===== src/rtl/rob_unit.sv =====
// rtl/rob_unit.sv - reorder buffer: in-order allocate, out-of-order complete, in-order retire
// A mispredicted retire clears the buffer at once and raises a one-cycle flush after it.
module rob_unit #(
  parameter int NUM_ROB_ENTS = 64,
  parameter int NUM_FUS      = 4,
  parameter int NUM_AREGS    = 32,
  parameter int NUM_PREGS    = 128
) (
  input  logic                                    clk,
  input  logic                                    rst_n,
  input  logic                                    disp_valid,
  output logic                                    disp_ready,
  input  logic [$clog2(NUM_AREGS)-1:0]            disp_areg,
  input  logic [$clog2(NUM_PREGS)-1:0]            disp_preg,
  input  logic [$clog2(NUM_PREGS)-1:0]            disp_old_preg,
  input  logic                                    disp_has_dst,
  output logic [$clog2(NUM_ROB_ENTS)-1:0]         disp_rob_index,
  input  logic [NUM_FUS-1:0]                      wb_valid,
  input  logic [NUM_FUS*$clog2(NUM_ROB_ENTS)-1:0] wb_rob_index,
  input  logic [NUM_FUS-1:0]                      wb_br_mispred,
  output logic                                    ret_valid,
  output logic [$clog2(NUM_AREGS)-1:0]            ret_areg,
  output logic [$clog2(NUM_PREGS)-1:0]            ret_preg,
  output logic [$clog2(NUM_PREGS)-1:0]            ret_free_preg,
  output logic                                    ret_has_dst,
  output logic                                    flush,
  output logic [$clog2(NUM_ROB_ENTS):0]           rob_count
);

  localparam int IW = $clog2(NUM_ROB_ENTS);
  localparam int AW = $clog2(NUM_AREGS);
  localparam int PW = $clog2(NUM_PREGS);

  logic [IW:0]             head, tail;
  logic [NUM_ROB_ENTS-1:0] valid, complete, mispred;
  logic [NUM_ROB_ENTS-1:0] has_dst_q;
  logic [AW-1:0]           areg_q     [NUM_ROB_ENTS];
  logic [PW-1:0]           preg_q     [NUM_ROB_ENTS];
  logic [PW-1:0]           old_preg_q [NUM_ROB_ENTS];

  logic [IW-1:0]           head_idx, tail_idx;
  logic                    full, disp_fire, ret_mispred;
  logic [NUM_ROB_ENTS-1:0] disp_vec, ret_vec, wb_hit, wb_mis;

  assign head_idx       = head[IW-1:0];
  assign tail_idx       = tail[IW-1:0];
  assign rob_count      = tail - head;
  assign full           = (rob_count == (IW+1)'(NUM_ROB_ENTS));
  assign disp_ready     = !full && !flush;
  assign disp_fire      = disp_valid && disp_ready;
  assign disp_rob_index = tail_idx;

  assign ret_valid      = valid[head_idx] && complete[head_idx] && !flush;
  assign ret_mispred    = ret_valid && mispred[head_idx];
  assign ret_areg       = areg_q[head_idx];
  assign ret_preg       = preg_q[head_idx];
  assign ret_free_preg  = old_preg_q[head_idx];
  assign ret_has_dst    = has_dst_q[head_idx];

  assign disp_vec = disp_fire ? (NUM_ROB_ENTS'(1) << tail_idx) : '0;
  assign ret_vec  = ret_valid ? (NUM_ROB_ENTS'(1) << head_idx) : '0;

  // Ports hitting the same entry OR-merge; invalid targets are masked below.
  always_comb begin
    wb_hit = '0;
    wb_mis = '0;
    for (int p = 0; p < NUM_FUS; p++) begin
      if (wb_valid[p]) begin
        wb_hit[wb_rob_index[p*IW +: IW]] = 1'b1;
        if (wb_br_mispred[p]) wb_mis[wb_rob_index[p*IW +: IW]] = 1'b1;
      end
    end
  end

  always_ff @(posedge clk or negedge rst_n) begin
    if (!rst_n) begin
      valid    <= '0;
      complete <= '0;
      mispred  <= '0;
      head     <= '0;
      tail     <= '0;
      flush    <= 1'b0;
    end else if (flush || ret_mispred) begin
      // Pointers collapse at the mispredicted retire; the flush cycle then holds everything off.
      valid    <= '0;
      complete <= '0;
      mispred  <= '0;
      head     <= '0;
      tail     <= '0;
      flush    <= ret_mispred;
    end else begin
      valid    <= (valid | disp_vec) & ~ret_vec;
      complete <= (complete | (wb_hit & valid)) & ~disp_vec & ~ret_vec;
      mispred  <= (mispred | (wb_mis & valid)) & ~disp_vec & ~ret_vec;
      if (disp_fire) tail <= tail + 1'b1;
      if (ret_valid) head <= head + 1'b1;
    end
  end

  always_ff @(posedge clk) begin
    if (disp_fire) begin
      areg_q[tail_idx]     <= disp_areg;
      preg_q[tail_idx]     <= disp_preg;
      old_preg_q[tail_idx] <= disp_old_preg;
      has_dst_q[tail_idx]  <= disp_has_dst;
    end
  end

endmodule


===== config.mk =====
export PLATFORM = sky130hd
export DESIGN_NAME = rob_unit
export DESIGN_NICKNAME = d
export VERILOG_FILES = /design/src/rtl/rob_unit.sv
export SDC_FILE = /design/constraint.sdc
export NUM_CORES = 2
export LEC_CHECK = 0
export CORE_UTILIZATION = 50
export CTS_CLUSTER_SIZE = 30
export DETAILED_ROUTE_END_ITERATION = 10
export HOLD_SLACK_MARGIN = 0.1
export PLACE_DENSITY = 0.66
export REMOVE_ABC_BUFFERS = 1
export SYNTH_ARGS = -nofsm -noshare
export SYNTH_HDL_FRONTEND = slang
export SYNTH_SLANG_ARGS = --single-unit

===== constraint.sdc =====
create_clock -name clk -period 12.73 [get_ports clk]
set_input_delay 1.9095 -clock clk [delete_from_list [all_inputs] [get_ports clk]]
set_output_delay 1.9095 -clock clk [all_outputs]
set_load 0.05 [all_outputs]

Word level (Yosys, flattened, before mapping)

Memories as Yosys holds them, arrays and structs flattened.
Index checks and enable logic that the tools add are counted.
W data, S select, Z words.

Order comparisons: 11
Equality and inequality tests: 1
Muxes and demuxes: 42
Shift-type cells: 2
Bitwise logic cells: 18
Reduce and logical (&&, ||, !) cells: 15
Add/sub/neg operators: 3

Operators by type and width:

| cell                   | number |
|---|---|
| $mux W64               | 17 |
| $or A64 B64 Y64        | 9 |
| $and A64 B64 Y64       | 7 |
| $not A64 Y64           | 2 |
| $shl A1 B6 Y64 const A | 2 |
| $bwmux W64             | 1 |
| $lt A6 B7 Y1 const B   | 6 |
| $demux W1 S6           | 5 |
| $ge A6 B1 Y1 const B   | 5 |
| $mux W7                | 4 |
| $bmux W1 S6            | 4 |
| $add A7 B1 Y7 const B  | 2 |
| $mux W1                | 11 |
| $logic_and A1 B1 Y1    | 10 |
| $eq A7 B7 Y1 const B   | 1 |
| $sub A7 B7 Y7          | 1 |
| $reduce_bool A2 Y1     | 2 |
| $logic_not A1 Y1       | 2 |
| $logic_or A1 B1 Y1     | 1 |

Register bits after elaboration: 271
Input port bits: 55
Bits in writable memories: 1216
Word-level logic and storage cells: 102
Memories: 3
Output and inout port bits: 36

Memory list:

| memory     | depth | bits a word | rd ports | clocked after Yosys merged registers in | wr ports | line | RTL |
|---|---|---|---|---|---|---|---|
| old_preg_q | 64    | 7           | 1        | 0                                       | 1        | 39   | `logic [PW-1:0] old_preg_q [NUM_ROB_ENTS];` |
| preg_q     | 64    | 7           | 1        | 0                                       | 1        | 38   | `logic [PW-1:0] preg_q [NUM_ROB_ENTS];` |
| areg_q     | 64    | 5           | 1        | 0                                       | 1        | 37   | `logic [AW-1:0] areg_q [NUM_ROB_ENTS];` |

Logic depth before layout (Yosys ltp)

Word-level depth: 20
Depth in mapped cells: 14

Worst setup path before layout

Ideal clock, no wire load.

Path type: flip-flop to output port
Start: reg head[2]
End: out disp_ready
Path buffers: 3
Data required time: 10820 ps
Arrival time: 4341 ps
Path slack: 6480 ps
Cell stages (with the launch flop): 10
Cell sequence: dfrtp_1 clkbuf_1 inv_1 buf_2 buf_1 ha_1 o211a_1 a211oi_1 nor3_1 a31oi_1

Word-level cells in the longest chain between the ends: 4

RTL lines:

| what                   | line | RTL |
|---|---|---|
| from (decl)            | 34   | `logic [IW:0] head, tail;` |
| from (signal assigned) | 96   | `if (ret_valid) head <= head + 1'b1;` |
| $sub A7 B7 Y7          | 47   | `assign rob_count = tail - head;` |
| net rob_count[3]       | 27   | `output logic [$clog2(NUM_ROB_ENTS):0] rob_count` |
| $eq A7 B7 Y1           | 48   | `assign full = (rob_count == (IW+1)'(NUM_ROB_ENTS));` |
| $logic_not A1 Y1       | 49   | `assign disp_ready = !full && !flush;` |
| $logic_and A1 B1 Y1    | 49   |  |
| to (decl)              | 12   | `output logic disp_ready,` |

The timed path passes the listed nets, and every way through them passes these cells.

Worst setup path in the final report

Start: reg head[1]
End: out disp_ready

Word-level cells in the longest chain between the ends: 4

RTL lines:

| what                | line |
|---|---|
| $sub A7 B7 Y7       | 47 |
| $eq A7 B7 Y1        | 48 |
| $logic_not A1 Y1    | 49 |
| $logic_and A1 B1 Y1 | 49 |

Every way passes these cells.

==> metrics <==
crit-path leading delay family=buffers and inverters; initial antenna violation count=6; io pins=91; Hold Buf Count CTS=0; # clock sinks=1,487; Seq/Total Area, Yosys=68.48%; largest net degree at the start of global routing=150; Cells after Synth=3,575; first-pass GRT wire length=274,500 um; Main synth FF type=edfxtp_1; Yosys top cell by area=edfxtp_1; pwr/cell area=204.2 mW/mm^2; Final #Nets=3,764; FMAX=128.3 MHz; Post-Synth Simple-Gate Area=6.477%; core footprint=0.1261 sq mm; Bufs on Longest Clock Path=3; DR vias/cell=6.924; H-tree depth=4; Slew Limit Fails=0; synthesized cell area=0.06369 sq mm; RSZ-0062 raised after global routing=false; CP max-delay cell=dfrtp_4; Die X=358.9 um; fraction of layout cells with a size suffix above 1=25.82%; Residual DRC=0; largest family of logic cells by synthesized area=multiplexers; Leakage=22.67 nW; Yosys top cell area share=60.35%; DIE AREA=0.1288 sq mm; Area contributors post-synth=edfxtp_1 60%, mux4_2 16%, dfrtp_1 8.1%; number of fill cells in the layout=9,389; worst skew pair latency=790 ps; wire per inst=35.17 um; hold_sp=valid[11]; TritonCTS clock tree=done; Synth Area in Compound Gates=6.909%; critical-path cell list=inv_2 -> fa_1 -> a21o_1 -> a311o_1 -> a21oi_1 -> xor2_2 -> inv_2 -> a31oi_1 -> clkdlybuf4s50_1; most common cell after layout, fill and taps aside=edfxtp_1; # rows=130; Die Y=358.9 um; Netlist cell types=84; Hold Path Depth=2; post-synthesis mux area share=15.68%; Crit. Startpoint=head[1]; setup bufs post-CTS=0; Max Cap Viol=0; ys async rst share=13.92%; non-filler cells, final=5,466; Final Setup Violations=0; xor/xnor share of the synthesized area=0.08055%; Final Skew=41.56 ps; Slowest Stage Delay on Critical Path=1010 ps; critical path required time=10,820 ps; total vias in the final route=37,850; most frequent CP cell=inv_2; area grow syn2layout=12.62%; Routability Congestion=0.9983; Port Buffers=90; Syn. warnings=0; gr ovfl total=0; final worst path period need=7791 ps; Clock transition at path regs=60 ps; Mean Syn Cell Area=17.82 sq um; clock root buffer=clkbuf_16; period utilization=61.20%; WS Path Type=reg2out; peak supply drop=0.0002627 V; drt first pass iters=8; Yosys reg bits=1,487; setup TNS=0 ps; vias in the first global route=37,000; Worst Path Buf+Inv=3; Initial Utilization=50.52%; Worst slew margin=7.737%; WL final=192,200 um; gr usage total=30.01%; R2R depth=11; post_cts resized=0; worst min-delay path category=reg2reg; CP Max Fanout=63; DRT iter0 DRCs=5,300; status=complete, no violations; Worst Tran Pin Value=1375 ps; crit path capture type=output port; number of enable-type register cells in the synthesized netlist=1,280; Post-DP HPWL=113,200 um; Worst EP arrival=5880 ps; CP Depth=9; TritonCTS Buffers=153; FF-to-FF Start=head[1]; ANT nets after route=0; final hold violations=0; DP Cell Count=5,185; commonest cells after routing, fill and taps aside=1,280 x edfxtp_1, 443 x mux4_2, 231 x a21oi_1, 203 x dfrtp_1, 156 x clkbuf_16; startpoint types=flip-flop; Synth Area in Adders=0.3850%
==> synthesized netlist by cell type, types with 16 or more instances <==
library cell / count
a2111oi_0: 48
a211oi_1: 21
a21oi_1: 231
a221o_1: 27
a22o_1: 38
a22oi_1: 34
a31oi_1: 18
and2_1: 21
buf_1: 21
buf_2: 45
clkbuf_1: 176
dfrtp_1: 207
edfxtp_1: 1280
ha_1: 18
inv_1: 26
mux4_2: 443
nand2_1: 129
nand3_1: 38
nor2_1: 176
nor2b_1: 17
nor3_1: 96
nor3b_1: 16
nor4_1: 46
nor4_4: 36
o21ai_0: 69
o221ai_1: 60
or2_2: 21
==> state kept, by name (all words and copies together), names as in the netlist <==
name and count:
old_preg_q 448, areg_q 320, complete 64, mispred 64, head 7, has_dst_q 64
valid 64, tail 7, flush 1, preg_q 448
==> report_power, final <==
part           switching (W)  internal (W)  leakage (nW)
Clock                0.00190       0.00249          2.40
Combinational        0.00262       0.00174          6.03
Sequential          0.000279       0.00562          14.2
==> cells by family (layout without fill, tap and decap cells) <==
logic type,Yosys count,in the layout
AO/OA/AOI/OAI,636,636
XOR/XNOR,5,5
adder cells (fa/ha/maj),19,19
buffers and inverters,290,522
flip-flops,1487,1487
multiplexers,444,444
other,0,9
AND/OR/NAND/NOR,694,694
==> worst paths after layout <==
path                               end  slack, ps
max                         disp_ready       4940
min                          valid[11]        570
max reg2reg                mispred[53]       6510
min reg2reg                  valid[11]        570
max in group asynchronous      head[0]       9230
min in group asynchronous  mispred[52]       1110
==> cell type report <==
class	count	area (sq um)	area share, %
Clock buffer	194	4096	5.711
Timing Repair Buffer	218	1803	2.514
Multi-Input combinational cell	1798	19170	26.72
Inverter	32	125.1	0.1744
Sequential cell	1487	43630	60.83
Clock inverter	78	818.3	1.141
Tap cell	1650	2064	2.878
Antenna cell	9	22.52	0.03140
==> layer usage <==
layer	part of all wire (%)	track usage [%]	up-vias	routed length, um
met3	10	6.746	460	20170
li1	-	-	15170	-
met4	4.6	12.17	6	8860
met5	0.021	0	-	41
met2	47	46.39	2393	89620
met1	38	41.63	19820	73540
==> through the flow <==
stage | setup WS [ps] | area (sq um) | utilization [%] | power [W] | hold slack [ps]
finish | 4939 | 71730 | 56.90 | 0.01465 | 569.8
global route | 4754 | 71700 | 56.88 | 0.01512 | 599.7
CTS | 4894 | 71700 | 56.88 | 0.01471 | 572.9
detailed placement | 5727 | 66790 | 52.98 | 0.01034 | 559.4
global placement | 5801 | 66790 | 52.98 | 0.01031 | 551.0
floorplan | -9752 | 62550 | - | 0.009720 | 532.8
==> tightest hold or removal path, delay by kind of cell, from the launching register on <==
family | cells | cell delay, ps
buf+inv | 1 | 70
compound gates | 1 | 60
flops | 1 | 400
Note: power is estimated with default switching activity, not from simulation.
